--- config.mk ---
export PLATFORM = sky130hd
export DESIGN_NAME = epsc_scheduler
export DESIGN_NICKNAME = d
export VERILOG_FILES = /design/src/rtl/epsc_sched_pkg.sv /design/src/rtl/epsc_scheduler.sv
export SDC_FILE = /design/constraint.sdc
export NUM_CORES = 1
export LEC_CHECK = 0
export ABC_AREA = 1
export CELL_PAD_IN_SITES_DETAIL_PLACEMENT = 0
export CELL_PAD_IN_SITES_GLOBAL_PLACEMENT = 1
export CORE_AREA = 5 5 214 216
export DETAILED_ROUTE_END_ITERATION = 6
export DIE_AREA = 0 0 219 221
export GPL_TIMING_DRIVEN = 0
export PLACE_DENSITY_LB_ADDON = 0.1
export SETUP_SLACK_MARGIN = 0.15
export SYNTH_ARGS = -nofsm -noshare
export SYNTH_HDL_FRONTEND = slang
export SYNTH_SLANG_ARGS = --single-unit
export TNS_END_PERCENT = 50
--- constraint.sdc ---
create_clock -name clk -period 2.3 [get_ports clk]
set_clock_uncertainty 0.1 [all_clocks]
set_input_delay 0.345 -clock clk [delete_from_list [all_inputs] [get_ports clk]]
set_output_delay 0.345 -clock clk [all_outputs]
set_load 0.005 [all_outputs]
--- src/rtl/epsc_sched_pkg.sv ---
// Shared constants and state encoding for the EPSC scheduler.
// Counter width is derived from the EPSC latency so a single cnt register covers EPSC_LAT-1..0.
package epsc_sched_pkg;

  localparam int INTEGER_WIDTH_DEF     = 32;
  localparam int DATA_WIDTH_FRAC_DEF   = 32;
  localparam int DELTAT_WIDTH_DEF      = 4;
  localparam int NEURON_ADDR_WIDTH_DEF = 10;
  localparam int EPSC_LAT_DEF          = 4;

  localparam logic [2:0] ST_IDLE    = 3'd0;
  localparam logic [2:0] ST_FETCH   = 3'd1;
  localparam logic [2:0] ST_LOAD    = 3'd2;
  localparam logic [2:0] ST_COMPUTE = 3'd3;
  localparam logic [2:0] ST_WRITE   = 3'd4;

  function automatic int lat_cnt_width(input int lat);
    return (lat < 1) ? 1 : $clog2(lat + 1);
  endfunction

  localparam int LAT_CNT_W_DEF = lat_cnt_width(EPSC_LAT_DEF);

endpackage

--- src/rtl/epsc_scheduler.sv ---
// Walks all neurons of a core through one shared combinational EPSC unit, holding its
// operands stable for EPSC_LAT cycles and streaming {addr, EPSC} over valid/ready.
//
// state      | meaning
// IDLE       | waiting for start; config latched on an accepted start
// FETCH      | one-cycle read strobe for neuron idx
// LOAD       | capture Vmem/gex into operand registers; gex==0 bypasses the unit
// COMPUTE    | operands held; cnt counts down to sample the unit output
// WRITE      | result offered downstream until accepted
module epsc_scheduler
  import epsc_sched_pkg::*;
#(
  parameter int INTEGER_WIDTH     = INTEGER_WIDTH_DEF,
  parameter int DATA_WIDTH_FRAC   = DATA_WIDTH_FRAC_DEF,
  parameter int DATA_WIDTH        = INTEGER_WIDTH + DATA_WIDTH_FRAC,
  parameter int DELTAT_WIDTH      = DELTAT_WIDTH_DEF,
  parameter int NEURON_ADDR_WIDTH = NEURON_ADDR_WIDTH_DEF,
  parameter int EPSC_LAT          = EPSC_LAT_DEF
) (
  input  logic                         clk,
  input  logic                         rst_n,
  input  logic                         start,
  input  logic [NEURON_ADDR_WIDTH:0]   neuron_count,
  input  logic [INTEGER_WIDTH-1:0]     eex,
  input  logic [DELTAT_WIDTH-1:0]      delta_t,
  input  logic [INTEGER_WIDTH-1:0]     taumem,
  output logic                         rd_en,
  output logic [NEURON_ADDR_WIDTH-1:0] rd_addr,
  input  logic [DATA_WIDTH-1:0]        rd_vmem,
  input  logic [DATA_WIDTH-1:0]        rd_gex,
  output logic [INTEGER_WIDTH-1:0]     unit_eex,
  output logic [DELTAT_WIDTH-1:0]      unit_delta_t,
  output logic [INTEGER_WIDTH-1:0]     unit_taumem,
  output logic [DATA_WIDTH-1:0]        unit_vmem,
  output logic [DATA_WIDTH-1:0]        unit_gex,
  input  logic [DATA_WIDTH-1:0]        unit_epsc,
  output logic                         out_valid,
  input  logic                         out_ready,
  output logic [NEURON_ADDR_WIDTH-1:0] out_addr,
  output logic [DATA_WIDTH-1:0]        out_epsc,
  output logic                         busy,
  output logic                         done,
  output logic                         config_error
);

  localparam int CNT_W = lat_cnt_width(EPSC_LAT);
  localparam logic [CNT_W-1:0] CNT_LOAD = CNT_W'(EPSC_LAT - 1);
  localparam logic [CNT_W-1:0] CNT_ONE  = CNT_W'(1);
  localparam logic [NEURON_ADDR_WIDTH:0] COUNT_MAX = {1'b1, {NEURON_ADDR_WIDTH{1'b0}}};
  localparam logic [NEURON_ADDR_WIDTH:0] COUNT_ONE = {{NEURON_ADDR_WIDTH{1'b0}}, 1'b1};
  localparam logic [NEURON_ADDR_WIDTH-1:0] IDX_ONE = {{(NEURON_ADDR_WIDTH-1){1'b0}}, 1'b1};

  logic [2:0]                   state;
  logic [NEURON_ADDR_WIDTH-1:0] idx;
  logic [NEURON_ADDR_WIDTH-1:0] last_idx;
  logic [CNT_W-1:0]             cnt;
  logic [NEURON_ADDR_WIDTH:0]   count_clamped;
  logic [NEURON_ADDR_WIDTH:0]   count_m1;

  // Oversized counts are clamped so idx can never wrap past the last neuron.
  always_comb begin
    count_clamped = (neuron_count > COUNT_MAX) ? COUNT_MAX : neuron_count;
    count_m1      = count_clamped - COUNT_ONE;
  end

  assign rd_en     = (state == ST_FETCH);
  assign rd_addr   = idx;
  assign out_valid = (state == ST_WRITE);
  assign busy      = (state != ST_IDLE);

  always_ff @(posedge clk or negedge rst_n) begin
    if (!rst_n) begin
      state        <= ST_IDLE;
      idx          <= '0;
      last_idx     <= '0;
      cnt          <= '0;
      unit_eex     <= '0;
      unit_delta_t <= '0;
      unit_taumem  <= '0;
      unit_vmem    <= '0;
      unit_gex     <= '0;
      out_addr     <= '0;
      out_epsc     <= '0;
      done         <= 1'b0;
      config_error <= 1'b0;
    end else begin
      done <= 1'b0;
      case (state)
        ST_IDLE: begin
          if (start) begin
            unit_eex     <= eex;
            unit_delta_t <= delta_t;
            unit_taumem  <= taumem;
            idx          <= '0;
            last_idx     <= count_m1[NEURON_ADDR_WIDTH-1:0];
            config_error <= (taumem == '0);
            if (taumem == '0 || count_clamped == '0) begin
              done <= 1'b1;
            end else begin
              state <= ST_FETCH;
            end
          end
        end
        ST_FETCH: state <= ST_LOAD;
        ST_LOAD: begin
          unit_vmem <= rd_vmem;
          unit_gex  <= rd_gex;
          out_addr  <= idx;
          if (rd_gex == '0) begin
            out_epsc <= '0;
            state    <= ST_WRITE;
          end else begin
            cnt   <= CNT_LOAD;
            state <= ST_COMPUTE;
          end
        end
        ST_COMPUTE: begin
          if (cnt == '0) begin
            out_epsc <= unit_epsc;
            out_addr <= idx;
            state    <= ST_WRITE;
          end else begin
            cnt <= cnt - CNT_ONE;
          end
        end
        ST_WRITE: begin
          if (out_ready) begin
            if (idx == last_idx) begin
              done  <= 1'b1;
              state <= ST_IDLE;
            end else begin
              idx   <= idx + IDX_ONE;
              state <= ST_FETCH;
            end
          end
        end
        default: state <= ST_IDLE;
      endcase
    end
  end

endmodule

==> flow_summary.toml, run 1 <==
[setup_path]
reg2reg_depth = 6
worst-path-buf-inv = 1
cp_top_family = "buffers and inverters"
critical_path_required_ns = 1.86
r2r_slack_ns = 0.30
r2r-end = "unit_gex[30]"
critPathMaxFanout = 7
critical_path_class = "flop to primary output"
r2r_start = "state[1]"
crit_chain = "clkdlybuf4s50_1"
critPathCaptureType = "primary output"
start_kind = "flop"
cp_slowest_stage_delay_ns = 0.60
slowest_stage = "clkdlybuf4s50_1"
cp_data_arrival_time_ns = 1.66

[floorplanning]
core_area_um2 = 43700
dieHeight_um = 221
dieWidth_um = 219
rows = 77
die_area_um2 = 48400
num_io_pins = 560
initial_core_util_pct = 27.9

[logic_synthesis]
netlist_area_um2 = 12200
postSynthCellCount = 1432
ys_types = 31
synth_seq_area_share_pct = 61.1
synth_seq_cells = 298
syn_nets = 1712
ys_warn_count = 0
syn_avg_cell_area_um2 = 8.53

[grt]
grt_max_degree = 113
grt_pass1_vias = 11719
grt_first_pass_wirelength_um = 72100
grt_usage_pct = 19.1
antenna_found_initial = 6
grt_overflow = 0

[sta]
min_period_ns = 2.11
worstMarginPinSlew_ns = 0.777
slew_headroom_pct = 48.2
clock.fmax_ghz = 0.475
tns_ns = 0
rsz0062_at_grt = "true"
hold_ws_ns = 0.238
slew_violations = 0
period_share_pct = 91.6
hold_viol = 0
setup_viol = 0

[min_path]
holdPathStages = 3
min_path_type = "input pin to flop"
min_to = "unit_eex[29]"
min_from = "eex[29]"

[drt]
drtAntennaViolNets = 0
wire_per_inst_um = 18.0
drt_first_pass_iters = 5
vias = 11350
drt-initial-drc-count = 465
drc = 0
viasPerCell = 4.28
drt-total-wl_um = 47600

[clocking]
cts_tree = "done"
cts_max_path_buffers = 3
insertion_delay_ns = 0.54
cts_sinks = 298
cts-htree-levels = 2
clkTransAtPathRegs_ns = 0.05
cts_made_buffers = 37
cts_root_buf = "clkbuf_16"

[power]
p_leak_nw = 9.50
internal_power_mw = 16.7
power.net_switching_mw = 8.49
power.density_nw_per_um2 = 1270
peakVddDrop_uv = 536
pwr-share-comb_pct = 41.8
seq_power_share_pct = 35.4
swShare_pct = 33.7
p_clk_share_pct = 22.8

[run]
maxCapViolCount = 0

[placement]
placedCellCount = 2585
globalplace.congestion = 0.815
portBuffers = 559
dpl.hpwl_um = 36900
place_area_um2 = 18600

[final_layout]
design_area_um2 = 19800
final_util_pct = 45.3
fillers = 4474
drive_gt1_share_pct = 4.76
area_delta_synth_final_pct = 62.2
fin_cells = 2652
finish.net_count = 2313

[status]
status = "finished clean"
[power groups by stage]
stage / clock (mW) / combinational (mW) / sequential [mW]
5_1_grt: 6.14 / 11.7 / 9.24
3_3_place_gp: 0 / 10.7 / 8.95
3_5_place_dp: 0 / 10.8 / 8.98
4_1_cts: 5.95 / 10.8 / 8.94
6_report: 5.73 / 10.5 / 8.91
2_1_floorplan: 0 / 3.67 / 9.09
[cell usage after synthesis]
cell,n,area [um^2]
nor2_1,46,173
xnor2_1,5,43.8
inv_4,1,6.26
dfrtp_1,298,7460
nand3_1,12,60.1
nand3_4,1,17.5
nor2_4,2,22.5
xor2_1,13,114
nand3b_1,2,15.0
mux2_2,2,22.5
o41ai_1,2,17.5
ha_1,5,62.6
o21ai_1,17,85.1
nand2_1,686,2570
or2_2,3,18.8
clkbuf_1,37,139
nor3_1,8,40.0
o21ai_2,1,8.76
a21oi_1,11,55.1
a21boi_0,1,7.51
or2_4,1,8.76
buf_8,1,15.0
inv_2,5,18.8
nand4_1,26,163
o21ai_0,95,475
buf_2,11,55.1
o31ai_1,1,7.51
inv_1,125,469
nor2_2,1,6.26
o22ai_1,2,12.5
buf_1,11,41.3
[logic make-up after synthesis]
logic type,after synthesis,synth area share (%)
AOI/OAI and AO/OA,130,5.48
xor gates and xnor gates,18,1.29
adders and majority gates,5,0.512
buffers and inverters,191,6.10
DFF,298,61.1
muxes,2,0.184
and+or+nand+nor,788,25.4
[final cells by class]
type                    count  area, um^2  area share, %
multi-input cells         943        4020           20.3
clock inverters             9        98.8          0.499
well taps                 592         741           3.74
flip-flops and latches    298        7460           37.7
clock buffers              54        1070           5.41
plain buffers              60         260           1.31
repair buffers            562        5650           28.6
inverters                 131         494           2.50
diodes                      3        7.51         0.0379
[placed cells by master, fill, tap and decap left out, types with 5 or more instances in the layout]
| cell | count |
|---|---|
| clkbuf_16 | 39 |
| inv_2 | 5 |
| nor2_1 | 45 |
| dfrtp_1 | 296 |
| buf_1 | 7 |
| nand3_1 | 12 |
| o21ai_1 | 17 |
| a21oi_1 | 11 |
| clkbuf_2 | 7 |
| clkinv_2 | 6 |
| clkbuf_1 | 44 |
| inv_1 | 125 |
| xnor2_1 | 5 |
| nand2_1 | 685 |
| buf_2 | 14 |
| nand4_1 | 26 |
| xor2_1 | 13 |
| o21ai_0 | 95 |
| nor3_1 | 8 |
| ha_1 | 5 |
| clkdlybuf4s50_1 | 555 |
[registers in the layout, indices dropped and copies added (netlist names)]
name          count
cnt               3
done              1
unit_eex         32
unit_gex         64
unit_delta_t      4
state             3
config_error      1
rd_addr          10
last_idx         10
out_addr         10
out_epsc         64
unit_vmem        64
unit_taumem      32
[repair_timing]
item / CTS / global route
setup endpoints to repair: 20 / 133
hold endpoints to repair: 92 / 0
setup buffers: 0 / 0
hold buffers: 1 / 0
resized for setup: 7 / 19
[metrics by stage]
step                      power (mW)  worst slack (ns)
after floorplan                 12.8             0.425
after detailed placement        19.8            -0.484
after global routing            27.1             0.121
after global placement          19.7            -13.38
after CTS                       25.7            0.0699
final                           25.2             0.193
[routing by layer]
metal / vias up / global-route usage [%] / routed length, um
li1: 5605 / - / -
met1: 5316 / 22.5 / 19000
met2: 363 / 32.2 / 22700
met3: 60 / 7.86 / 4860
met4: 6 / 5.17 / 936
met5: - / 0 / 48
[how the worst max path moves through the flow]
stage,start,to,slack (ns),cells past startpoint
global placement,rst_n,out_epsc[28],-13.38,1
floorplan,neuron_count[2],last_idx[8],0.42,11
finish,rd_addr[2],rd_addr[2],0.19,1
CTS,state[1],out_valid,0.07,4
global route,rd_addr[2],rd_addr[2],0.12,1
detailed placement,rd_gex[7],out_epsc[55],-0.48,13
(Power assumes the default switching activity.)
==> run 2: changes to the inputs <==
--- a/config.mk
+++ b/config.mk
@@ -10,4 +10,6 @@
 export CELL_PAD_IN_SITES_GLOBAL_PLACEMENT = 1
 export CORE_AREA = 5 5 214 216
+export CTS_BUF_LIST = sky130_fd_sc_hd__clkbuf_4 sky130_fd_sc_hd__clkbuf_8
+export CTS_CLUSTER_DIAMETER = 60
 export DETAILED_ROUTE_END_ITERATION = 6
 export DIE_AREA = 0 0 219 221
==> constraint.sdc (replaced) <==
create_clock -name clk -period 2.3 [get_ports clk]
set_clock_uncertainty 0.1 [all_clocks]
set_input_delay 0.69 -clock clk [delete_from_list [all_inputs] [get_ports clk]]
set_output_delay 0.69 -clock clk [all_outputs]
set_load 0.005 [all_outputs]
==> run 2 against run 1 <==
  * The flow now finishes with violations (hold timing)
  * Cell count increased by 2.0%
  * Sequential share of layout area about the same
  * Global-route usage increased by 0.37 points
  * Clock power decreased by 9.9%
==> flow_summary.toml, run 2 (synthesis gave the netlist of run 1 again) <==
[status]
status = "finished with violations"
violations = "hold timing"

[sta]
setup_viol = 0
hold_viol = 61
slew_headroom_pct = 59.5
rsz0062_at_grt = "true"
clock.fmax_ghz = 0.436
slew_violations = 0
min_period_ns = 2.29
period_share_pct = 99.7
worstMarginPinSlew_ns = 0.600
hold_ws_ns = -0.0643

[setup_path]
cp_data_arrival_time_ns = 1.50
critical_path_class = "flop to primary output"
critPathCaptureType = "primary output"
slowest_stage = "dfrtp_1"
cp_top_family = "flip-flops"
cp-startpoint = "state[0]"
cp_slowest_stage_delay_ns = 0.42
crit_chain = "inv_2, nor3_4, buf_6"
worst-path-buf-inv = 2
start_kind = "flop"
r2r_start = "state[1]"
critical_path_required_ns = 1.51
critPathMaxFanout = 3

[placement]
globalplace.congestion = 0.822
portBuffers = 559
dpl.hpwl_um = 37000
placedCellCount = 2585

[clocking]
cts-htree-levels = 2
clkTransAtPathRegs_ns = 0.06
cts_max_path_buffers = 3
cts_tree = "done"
cts_root_buf = "clkbuf_8"
insertion_delay_ns = 0.63
cts_sinks = 298
cts_made_buffers = 55

[min_path]
min_path_type = "input pin to asynchronous set/reset pin"

[final_layout]
final_common_cell = "nand2_1"
layout_common_cells = "680 x nand2_1, 289 x dfrtp_1, 272 x clkdlybuf4s50_1"
finish.net_count = 2355
drive_gt1_share_pct = 10.1
fin_cells = 2706
area_delta_synth_final_pct = 62.4
largestRegisters = "out_epsc: 64 flops, unit_gex: 64 flops, unit_vmem: 64 flops"

[grt]
grt_first_pass_wirelength_um = 73300
grt_usage_pct = 19.5
grt_pass1_vias = 11914
grt.met3_usage_pct = 8.16
antenna_found_initial = 8
grt_max_degree = 105
grtUsageMet2_pct = 32.8
top_usage_layer = "met2"
grt_overflow = 0
grt_util_met1_pct = 23.3

[drt]
drt_first_pass_iters = 5
drc = 0
drtAntennaViolNets = 0
drt-total-wl_um = 48900
wire_per_inst_um = 18.1
viasPerCell = 4.29
vias = 11613
drt-initial-drc-count = 513

[floorplanning]
core_area_um2 = 43700
initial_core_util_pct = 27.9
die_area_um2 = 48400
dieHeight_um = 221
dieWidth_um = 219
rows = 77
num_io_pins = 560

[power]
power.density_nw_per_um2 = 1190
p_leak_nw = 10.2
p_total_mw = 23.5
peakVddDrop_uv = 504

[run]
maxCapViolCount = 0
==> run 2: timing repair <==
action                                 CTS  global route
buffers inserted                        18             5
gates resized for setup                440           105
pin swaps                                2             7
setup endpoints to repair              346           237
endpoints found under the hold margin   91             6
==> run 2: final timing paths <==
path,end,slack [ns],cells after the start
worst max-delay path,rd_en,0.007,3
worst min-delay path,unit_taumem[19],-0.06,1
worst max register to register,last_idx[7],0.29,11
worst min register to register,unit_vmem[49],0.36,2
max in group asynchronous,out_epsc[1],0.73,3
min in group clk,unit_vmem[49],0.36,2
==> run 2: per-stage QoR <==
stage | utilization, % | hold slack, ns | worst slack (ns) | setup TNS (ns) | area, um^2
5_1_grt | 45.3 | -0.0836 | -0.117 | -0.246 | 19800
3_3_place_gp | 42.4 | 0.353 | -13.74 | -4132.97 | 18600
4_1_cts | 45.0 | -0.0595 | -0.0831 | -0.167 | 19700
6_report | 45.3 | -0.0643 | 0.00669 | 0 | 19800
2_1_floorplan | - | 0.294 | 0.163 | 0 | 12200
3_5_place_dp | 42.6 | 0.357 | -0.856 | -69.40 | 18600
==> run 2: report_power, final <==
group / leakage (nW) / internal (mW) / switching, mW / total (mW)
clock: 0.590 / 2.89 / 2.27 / 5.16
sequential: 3.71 / 7.64 / 1.25 / 8.89
combinational: 5.85 / 4.44 / 5.03 / 9.47
total: 10.2 / 15.0 / 8.54 / 23.5
==> run 2: routing by layer <==
metal	vias to the layer above	part of all wire, %	routed length (um)
li1	5692	-	-
met1	5471	40	19600
met2	377	48	23600
met3	65	9.9	4870
met4	8	1.6	766
met5	-	0.092	45
==> run 2: area by class of cell <==
class / instances / area [um^2]
antenna: 3 / 7.51
buffer: 60 / 303
clock buffer: 86 / 1060
clock inverter: 7 / 41.3
fill: 4481 / 23900
inverter: 131 / 498
multi-input combinational: 943 / 4070
sequential: 298 / 7470
tap: 592 / 741
timing repair buffer: 586 / 5640
==> run 2: worst register-to-register path: stages, from the launching register on <==
cell and delay, ns:
dfrtp_2 0.44, nor2_4 0.15, nand2_2 0.09, buf_4 0.13, buf_4 0.12, inv_1 0.06
nand2_1 0.07, buf_4 0.19, clkinvlp_4 0.16, buf_2 0.25, nand3_1 0.11, nand2_1 0.07
